<file path="src/rtl/hvac_pkg.sv">
// hvac_pkg: shared types and helpers for the multi-zone HVAC controller.
// Optional build macro used by the zone FSM: HVAC_FAULT_LATCH_EN (sticky fault).
package hvac_pkg;

    typedef enum logic [2:0] {
        ZS_OFF   = 3'd0,
        ZS_IDLE  = 3'd1,
        ZS_HEAT  = 3'd2,
        ZS_COOL  = 3'd3,
        ZS_FAULT = 3'd4
    } zone_state_t;

    // Plant mode as chosen by the arbiter when no zone is already running
    localparam logic MODE_HEAT = 1'b0;
    localparam logic MODE_COOL = 1'b1;

    // Shared width of run and dead counters, large enough for either limit
    function automatic int cnt_width(input int min_run, input int dead);
        int mx;
        mx = (min_run > dead) ? min_run : dead;
        return $clog2(mx + 1);
    endfunction

endpackage

</file>
<file path="src/rtl/hvac_zone_fsm.sv">
// hvac_zone_fsm: one zone's OFF/IDLE/HEAT/COOL/FAULT state machine with
// min-run and changeover dead-time counters. Entry into HEAT/COOL is gated by
// grants from the shared-plant arbiter in the top.
// Build macro: HVAC_FAULT_LATCH_EN makes FAULT sticky until fault_clr.
module hvac_zone_fsm
    import hvac_pkg::*;
#(
    parameter int MIN_RUN_CYC = 16,
    parameter int DEAD_CYC    = 8,
    parameter int CNT_W       = 5
) (
    input  logic        clk,
    input  logic        reset_n,
    input  logic        i_power_on,
    input  logic        i_heat_req,
    input  logic        i_cool_req,
    input  logic        i_force_off,
    input  logic        i_fault_clr,
    input  logic        i_grant_heat,
    input  logic        i_grant_cool,
    output zone_state_t o_state,
    output logic        o_want_heat,
    output logic        o_want_cool
);

    localparam logic [CNT_W-1:0] MIN_RUN = CNT_W'(MIN_RUN_CYC);
    localparam logic [CNT_W-1:0] DEAD    = CNT_W'(DEAD_CYC);

    zone_state_t      r_state, w_state_nxt;
    logic [CNT_W-1:0] r_run, w_run_nxt;
    logic [CNT_W-1:0] r_dead, w_dead_nxt;
    logic             w_pwr_ok, w_conflict, w_dead_done;

    assign w_pwr_ok    = i_power_on & ~i_force_off;
    assign w_conflict  = i_heat_req & i_cool_req;
    assign w_dead_done = (r_dead == '0);

    // A zone asks the arbiter only when it could actually enter a mode this cycle
    assign o_want_heat = (r_state == ZS_IDLE) & w_dead_done & w_pwr_ok & i_heat_req & ~i_cool_req;
    assign o_want_cool = (r_state == ZS_IDLE) & w_dead_done & w_pwr_ok & i_cool_req & ~i_heat_req;
    assign o_state     = r_state;

`ifndef HVAC_FAULT_LATCH_EN
    logic w_unused_fault_clr;
    assign w_unused_fault_clr = i_fault_clr;
`endif

    // State and counter registers
    always_ff @(posedge clk or negedge reset_n) begin
        if (!reset_n) begin
            r_state <= ZS_OFF;
            r_run   <= '0;
            r_dead  <= '0;
        end else begin
            r_state <= w_state_nxt;
            r_run   <= w_run_nxt;
            r_dead  <= w_dead_nxt;
        end
    end

    // Next state: power/force-off first, then request conflict, then per-state rules
    always_comb begin
        w_state_nxt = r_state;
        w_run_nxt   = r_run;
        w_dead_nxt  = r_dead;
        if (!w_pwr_ok) begin
            w_state_nxt = ZS_OFF;
            w_run_nxt   = '0;
            w_dead_nxt  = '0;
        end else if (w_conflict && r_state != ZS_OFF) begin
            w_state_nxt = ZS_FAULT;
            w_run_nxt   = '0;
            w_dead_nxt  = '0;
        end else begin
            case (r_state)
                ZS_OFF: begin
                    w_state_nxt = ZS_IDLE;
                    w_run_nxt   = '0;
                    w_dead_nxt  = '0;
                end
                ZS_IDLE: begin
                    if (!w_dead_done) begin
                        w_dead_nxt = r_dead - 1'b1;
                    end else if (i_heat_req && i_grant_heat) begin
                        w_state_nxt = ZS_HEAT;
                        w_run_nxt   = '0;
                    end else if (i_cool_req && i_grant_cool) begin
                        w_state_nxt = ZS_COOL;
                        w_run_nxt   = '0;
                    end
                end
                ZS_HEAT: begin
                    if (!i_heat_req && r_run >= MIN_RUN) begin
                        w_state_nxt = ZS_IDLE;
                        w_run_nxt   = '0;
                        w_dead_nxt  = DEAD;
                    end else if (r_run < MIN_RUN) begin
                        w_run_nxt = r_run + 1'b1;
                    end
                end
                ZS_COOL: begin
                    if (!i_cool_req && r_run >= MIN_RUN) begin
                        w_state_nxt = ZS_IDLE;
                        w_run_nxt   = '0;
                        w_dead_nxt  = DEAD;
                    end else if (r_run < MIN_RUN) begin
                        w_run_nxt = r_run + 1'b1;
                    end
                end
                ZS_FAULT: begin
`ifdef HVAC_FAULT_LATCH_EN
                    if (i_fault_clr) begin
                        w_state_nxt = ZS_IDLE;
                        w_dead_nxt  = DEAD;
                    end
`else
                    w_state_nxt = ZS_IDLE;
                    w_dead_nxt  = '0;
`endif
                end
                default: begin
                    w_state_nxt = ZS_OFF;
                    w_run_nxt   = '0;
                    w_dead_nxt  = '0;
                end
            endcase
        end
    end

endmodule

</file>
<file path="src/rtl/hvac_zone_ctrl.sv">
// hvac_zone_ctrl: NUM_ZONES zone FSMs sharing one heat/cool plant. Holds the
// heat/cool grant arbiter and the plant/fault OR-reductions.
// Build macro: HVAC_FAULT_LATCH_EN (sticky per-zone fault, cleared by fault_clr).
module hvac_zone_ctrl
    import hvac_pkg::*;
#(
    parameter int NUM_ZONES   = 4,
    parameter int MIN_RUN_CYC = 16,
    parameter int DEAD_CYC    = 8,
    parameter bit ALLOW_MIXED = 1'b0
) (
    input  logic                 clk,
    input  logic                 reset_n,
    input  logic [NUM_ZONES-1:0] power_on,
    input  logic [NUM_ZONES-1:0] heat_req,
    input  logic [NUM_ZONES-1:0] cool_req,
    input  logic [NUM_ZONES-1:0] force_off,
    input  logic [NUM_ZONES-1:0] fault_clr,
    output logic [NUM_ZONES-1:0] off_o,
    output logic [NUM_ZONES-1:0] idle_o,
    output logic [NUM_ZONES-1:0] heat_o,
    output logic [NUM_ZONES-1:0] cool_o,
    output logic [NUM_ZONES-1:0] fault_o,
    output logic                 plant_heat,
    output logic                 plant_cool,
    output logic                 fault_any
);

    localparam int CNT_W = cnt_width(MIN_RUN_CYC, DEAD_CYC);

    zone_state_t          w_state [NUM_ZONES];
    logic [NUM_ZONES-1:0] w_want_heat, w_want_cool;
    logic                 w_heat_act, w_cool_act, w_first_found, w_first_mode;
    logic                 w_grant_heat, w_grant_cool;

    // Plant arbitration: a running mode blocks the opposite one; with nothing
    // running, the lowest-index zone ready to enter picks the mode
    always_comb begin
        w_heat_act    = 1'b0;
        w_cool_act    = 1'b0;
        w_first_found = 1'b0;
        w_first_mode  = MODE_HEAT;
        for (int i = 0; i < NUM_ZONES; i++) begin
            if (w_state[i] == ZS_HEAT) w_heat_act = 1'b1;
            if (w_state[i] == ZS_COOL) w_cool_act = 1'b1;
            if (!w_first_found && (w_want_heat[i] || w_want_cool[i])) begin
                w_first_found = 1'b1;
                w_first_mode  = w_want_cool[i] ? MODE_COOL : MODE_HEAT;
            end
        end
        if (ALLOW_MIXED) begin
            w_grant_heat = 1'b1;
            w_grant_cool = 1'b1;
        end else begin
            w_grant_heat = !w_cool_act &&
                           (w_heat_act || !w_first_found || w_first_mode == MODE_HEAT);
            w_grant_cool = !w_heat_act &&
                           (w_cool_act || !w_first_found || w_first_mode == MODE_COOL);
        end
    end

    for (genvar g = 0; g < NUM_ZONES; g++) begin : g_zone
        hvac_zone_fsm #(
            .MIN_RUN_CYC (MIN_RUN_CYC),
            .DEAD_CYC    (DEAD_CYC),
            .CNT_W       (CNT_W)
        ) u_fsm (
            .clk          (clk),
            .reset_n      (reset_n),
            .i_power_on   (power_on[g]),
            .i_heat_req   (heat_req[g]),
            .i_cool_req   (cool_req[g]),
            .i_force_off  (force_off[g]),
            .i_fault_clr  (fault_clr[g]),
            .i_grant_heat (w_grant_heat),
            .i_grant_cool (w_grant_cool),
            .o_state      (w_state[g]),
            .o_want_heat  (w_want_heat[g]),
            .o_want_cool  (w_want_cool[g])
        );

        assign off_o[g]   = (w_state[g] == ZS_OFF);
        assign idle_o[g]  = (w_state[g] == ZS_IDLE);
        assign heat_o[g]  = (w_state[g] == ZS_HEAT);
        assign cool_o[g]  = (w_state[g] == ZS_COOL);
        assign fault_o[g] = (w_state[g] == ZS_FAULT);
    end

    assign plant_heat = |heat_o;
    assign plant_cool = |cool_o;
    assign fault_any  = |fault_o;

endmodule

</file>
<file path="config.mk">
export PLATFORM = sky130hd
export DESIGN_NAME = hvac_zone_ctrl
export DESIGN_NICKNAME = d
export VERILOG_FILES = /design/src/rtl/hvac_pkg.sv /design/src/rtl/hvac_zone_fsm.sv /design/src/rtl/hvac_zone_ctrl.sv
export SDC_FILE = /design/constraint.sdc
export NUM_CORES = 1
export LEC_CHECK = 0
export ABC_AREA = 1
export CAP_MARGIN = 30
export CORE_MARGIN = 2
export CORE_UTILIZATION = 56
export DETAILED_ROUTE_END_ITERATION = 16
export PLACE_DENSITY = 0.89
export SLEW_MARGIN = 15
export SYNTH_ARGS = -nofsm -noshare
export SYNTH_HDL_FRONTEND = slang
export SYNTH_SLANG_ARGS = --single-unit
</file>
<file path="constraint.sdc">
create_clock -name clk -period 2.6 [get_ports clk]
set_clock_uncertainty 0.2 [all_clocks]
set_input_delay 0.52 -clock clk [delete_from_list [all_inputs] [get_ports clk]]
set_output_delay 0.52 -clock clk [all_outputs]
set_load 0.02 [all_outputs]
</file>
==> Implementation_results.wiki, run 1 <==
{| class="wikitable"
! Metric !! Value
|-
| Layout cell share with drive strength beyond 1 || 15.8%
|-
| Global placement routability congestion || 0.934
|-
| Critical Path RT || 1.88 ns
|-
| Chip width || 83.2 um
|-
| Post-route cell area || 4420 um2
|-
| Root buffer cell || sky130_fd_sc_hd__clkbuf_8
|-
| Proportion of total power due to net switching || 32.4%
|-
| Largest buffer count on any clock path || 2
|-
| Register clock-pin slew on the reported worst setup and hold paths || 0.09 ns
|-
| Startpoint class of the critical path || flop
|-
| Number of distinct library cells after synthesis || 32
|-
| Post-route ant nets || 0
|-
| Synthesis warning total || 0
|-
| Number of inserted diodes || 0
|-
| Average detailed-routed wire length per instance || 13.1 um
|-
| Largest fanout on the critical path || 5
|-
| Detailed-route wire length || 8780 um
|-
| Setup slack after placement || -0.178 ns
|-
| Proportion of power drawn by flip-flops and latches || 47.1%
|-
| First-pass DRT Iterations || 5
|-
| Initial antenna violation count || 0
|-
| CTS Sinks || 52
|-
| Clk pwr share || 24.5%
|-
| Top area cells in the synthesized netlist || sky130_fd_sc_hd__dfrtp_1 37%, sky130_fd_sc_hd__nand2_1 14%, sky130_fd_sc_hd__inv_1 9.1%
|-
| Final nets || 628
|-
| Biggest area consumer among synthesized cells || sky130_fd_sc_hd__dfrtp_1
|-
| Pin count of the biggest net entering global routing || 22
|-
| Post-synth EDFFs || 0
|-
| Number of DRC markers in iteration 0 || 216
|-
| Post-synthesis async set-or-reset flop share || 100%
|-
| Source-to-sink clock delay at the later pin of the worst-skew pair || 0.31 ns
|-
| Wire length of the first global-routing pass || 14,700 um
|-
| Placeable core region || 5990 um2
|-
| Max-slew violation total from the final report || 0
|-
| Measured slew at the worst slew-check pin || 0.505 ns
|-
| Total leakage power || 2.48 nW
|-
| VDD IR-drop max || 0.000245 V
|-
| Detail Placement HPWL || 6880 um
|-
| PortBufs || 40
|-
| Minimum period implied by the final worst setup slack || 2.52 ns
|-
| Via count of the first global-routing pass || 3,404
|-
| Post-Syn Instances || 511
|-
| Kind of end point of the critical path || primary output
|-
| Number of vias per cell after detailed routing || 5.40
|-
| Synth Flop Type || sky130_fd_sc_hd__dfrtp_1
|-
| CP max-delay cell || sky130_fd_sc_hd__or4_1
|-
| WS Path Type || flop to primary output
|-
| Commonest cells post-synth || 134 x sky130_fd_sc_hd__nand2_1, 85 x sky130_fd_sc_hd__inv_1, 64 x sky130_fd_sc_hd__nor2_1, 52 x sky130_fd_sc_hd__dfrtp_1, 39 x sky130_fd_sc_hd__nand3_1
|-
| Number of storage elements in the synthesis netlist || 52
|-
| Overflow after GRT || 0
|-
| Sequential-to-total area share from yosys stat || 37.0%
|-
| Share of the synthesized area in the top cell type || 37.0%
|-
| Maximum operating frequency || 0.396 GHz
|-
| Height of the die || 83.2 um
|-
| Most instantiated library cell after synthesis || sky130_fd_sc_hd__nand2_1
|-
| Count of endpoints failing setup in the final report || 0
|-
| Status || complete, no violations
|-
| Initial Utilization || 58.6%
|-
| Syn Nets || 545
|-
| Final count of hold timing violations || 0
|-
| Cell internal power dissipation || 1.23 mW
|-
| Area delta synth->final || 25.8%
|-
| Placed Instance Area || 4250 um2
|-
| Total via count after detailed routing || 3,610
|-
| Cell Pwr Density || 410 nW/um2
|-
| Worst path setup slack after routing || 0.0772 ns
|-
| Mean instance size in the synthesized netlist || 6.88 um2
|-
| CTS H-tree lvls || 2
|-
| DRC violation count after routing || 0
|-
| Total Power || 1.81 mW
|-
| Number of I/O pins || 45
|-
| Class of the most critical hold timing path || flop to flop
|-
| Site row count || 28
|-
| Die area || 6920 um2
|-
| Maximum Capacitance Violations || 0
|-
| Cts bufs inserted || 5
|-
| Post-Route Setup TNS || 0 ns
|-
| Rel. slew slack || 66.3%
|-
| Comb pwr share || 28.4%
|-
| Critical path's most frequent cell || sky130_fd_sc_hd__nor2_1
|-
| Dominant delay contributor by cell family on the critical path || simple AND/OR/NAND/NOR gates
|-
| Overall track demand over capacity in global routing || 25.6%
|-
| Clock tree from TritonCTS || built
|-
| Crit path arrival time || 1.80 ns
|-
| Net load switching power || 587 uW
|-
| Delay of the slowest critical-path stage || 0.52 ns
|-
| Cell breakdown of the critical path || nor2_1 -> inv_2 -> nor2_1 -> or4_1 -> clkdlybuf4s15_1
|-
| Tcrit/Tclk final || 97.0%
|-
| Worst Hold Margin || 0.295 ns
|-
| Worst Path Buf+Inv || 2
|-
| Cell area after synthesis || 3510 um2
|}
## through the flow
step	cells	utilization [%]
finish	669	73.8
CTS	667	72.3
floorplan	511	-
global placement	659	70.9
detailed placement	659	70.9
global route	669	73.8
## cell families after synthesis
logic type	after synthesis	share of synthesized area, %
flip-flops	52	37.0
AND/OR/NAND/NOR	289	37.0
adder cells (fa/ha/maj)	12	4.27
AO/OA/AOI/OAI	55	8.97
buffers and inverters	91	9.72
XOR/XNOR	12	2.99
## final timing paths
check	depth (start not counted)	slack, ns	end	from
hold reg to reg	1	0.30	g_zone[0].u_fsm.r_dead[0]$_DFFE_PN0P_	g_zone[0].u_fsm.r_dead[0]$_DFFE_PN0P_
hold / removal	1	0.30	g_zone[0].u_fsm.r_dead[0]$_DFFE_PN0P_	g_zone[0].u_fsm.r_dead[0]$_DFFE_PN0P_
setup / recovery	5	0.08	fault_any	g_zone[0].u_fsm.o_state[0]$_DFFE_PN0P_
setup reg to reg	17	0.17	g_zone[2].u_fsm.r_run[0]$_DFFE_PN0P_	g_zone[0].u_fsm.r_dead[0]$_DFFE_PN0P_
max in group asynchronous	3	1.07	g_zone[0].u_fsm.o_state[1]$_DFFE_PN0P_	reset_n
min in group asynchronous	2	0.50	g_zone[1].u_fsm.r_run[3]$_DFFE_PN0P_	reset_n
## power groups by stage
stage	registers, mW	clock network (mW)	logic [mW]
floorplan	0.866	0	0.285
global placement	0.867	0	0.473
detailed placement	0.868	0	0.490
CTS	0.852	0.450	0.491
global route	0.857	0.476	0.568
finish	0.853	0.444	0.515
## timing repair
action | CTS | global route
hold endpoints to repair | 19 | 0
setup endpoints to repair | 3 | 33
hold buffers | 1 | 0
buffers inserted | 0 | 2
pin swaps | 0 | 8
resized for setup | 3 | 28
## routing by layer
metal / GRT usage, % / wire length (um)
met5: 0 / 0
met4: 8.64 / 216
met3: 4.87 / 648
met2: 44.3 / 4320
met1: 32.2 / 3590
## cell usage in the layout, fill, tap and decap left out, types with 2 or more instances in the layout
cell / n
sky130_fd_sc_hd__dfrtp_1: 52
sky130_fd_sc_hd__nand4_1: 7
sky130_fd_sc_hd__clkbuf_8: 5
sky130_fd_sc_hd__nor3_1: 8
sky130_fd_sc_hd__nand2_1: 132
sky130_fd_sc_hd__a21oi_1: 23
sky130_fd_sc_hd__inv_1: 81
sky130_fd_sc_hd__nand3_2: 5
sky130_fd_sc_hd__clkdlybuf4s50_1: 28
sky130_fd_sc_hd__o211ai_1: 5
sky130_fd_sc_hd__buf_4: 35
sky130_fd_sc_hd__nand2_4: 3
sky130_fd_sc_hd__o21ai_0: 14
sky130_fd_sc_hd__or2_2: 4
sky130_fd_sc_hd__nor2_2: 8
sky130_fd_sc_hd__o22ai_1: 6
sky130_fd_sc_hd__nand3_1: 36
sky130_fd_sc_hd__ha_1: 12
sky130_fd_sc_hd__dlymetal6s2s_1: 8
sky130_fd_sc_hd__xor2_1: 9
sky130_fd_sc_hd__nor2_4: 8
sky130_fd_sc_hd__xnor2_1: 3
sky130_fd_sc_hd__nor3b_1: 2
sky130_fd_sc_hd__nor2_1: 61
sky130_fd_sc_hd__inv_2: 10
sky130_fd_sc_hd__nand2_2: 11
## state kept, by name, indices dropped and copies added, names as in the netlist
signal                count
g_zone.u_fsm.r_dead      20
g_zone.u_fsm.o_state     12
g_zone.u_fsm.r_run       20
## layout make-up
| cell class | instances | area (um2) |
|---|---|---|
| well taps | 75 | 93.8 |
| repair buffers | 76 | 682 |
| inverters | 91 | 342 |
| fillers | 425 | 1570 |
| clock buffers | 6 | 72.6 |
| flip-flops and latches | 52 | 1300 |
| clock inverters | 1 | 5.00 |
| multi-input cells | 368 | 1920 |
Note: power is estimated with default switching activity, not from simulation.
==> run 2: changes to the inputs <==
--- a/config.mk
+++ b/config.mk
@@ -11,7 +11,6 @@
 export CORE_UTILIZATION = 56
 export DETAILED_ROUTE_END_ITERATION = 16
 export PLACE_DENSITY = 0.89
-export SLEW_MARGIN = 15
 export SYNTH_ARGS = -nofsm -noshare
 export SYNTH_HDL_FRONTEND = slang
 export SYNTH_SLANG_ARGS = --single-unit
==> results of run 2 <==
The final DEF is identical to that of run 1; final timing and power are the same.
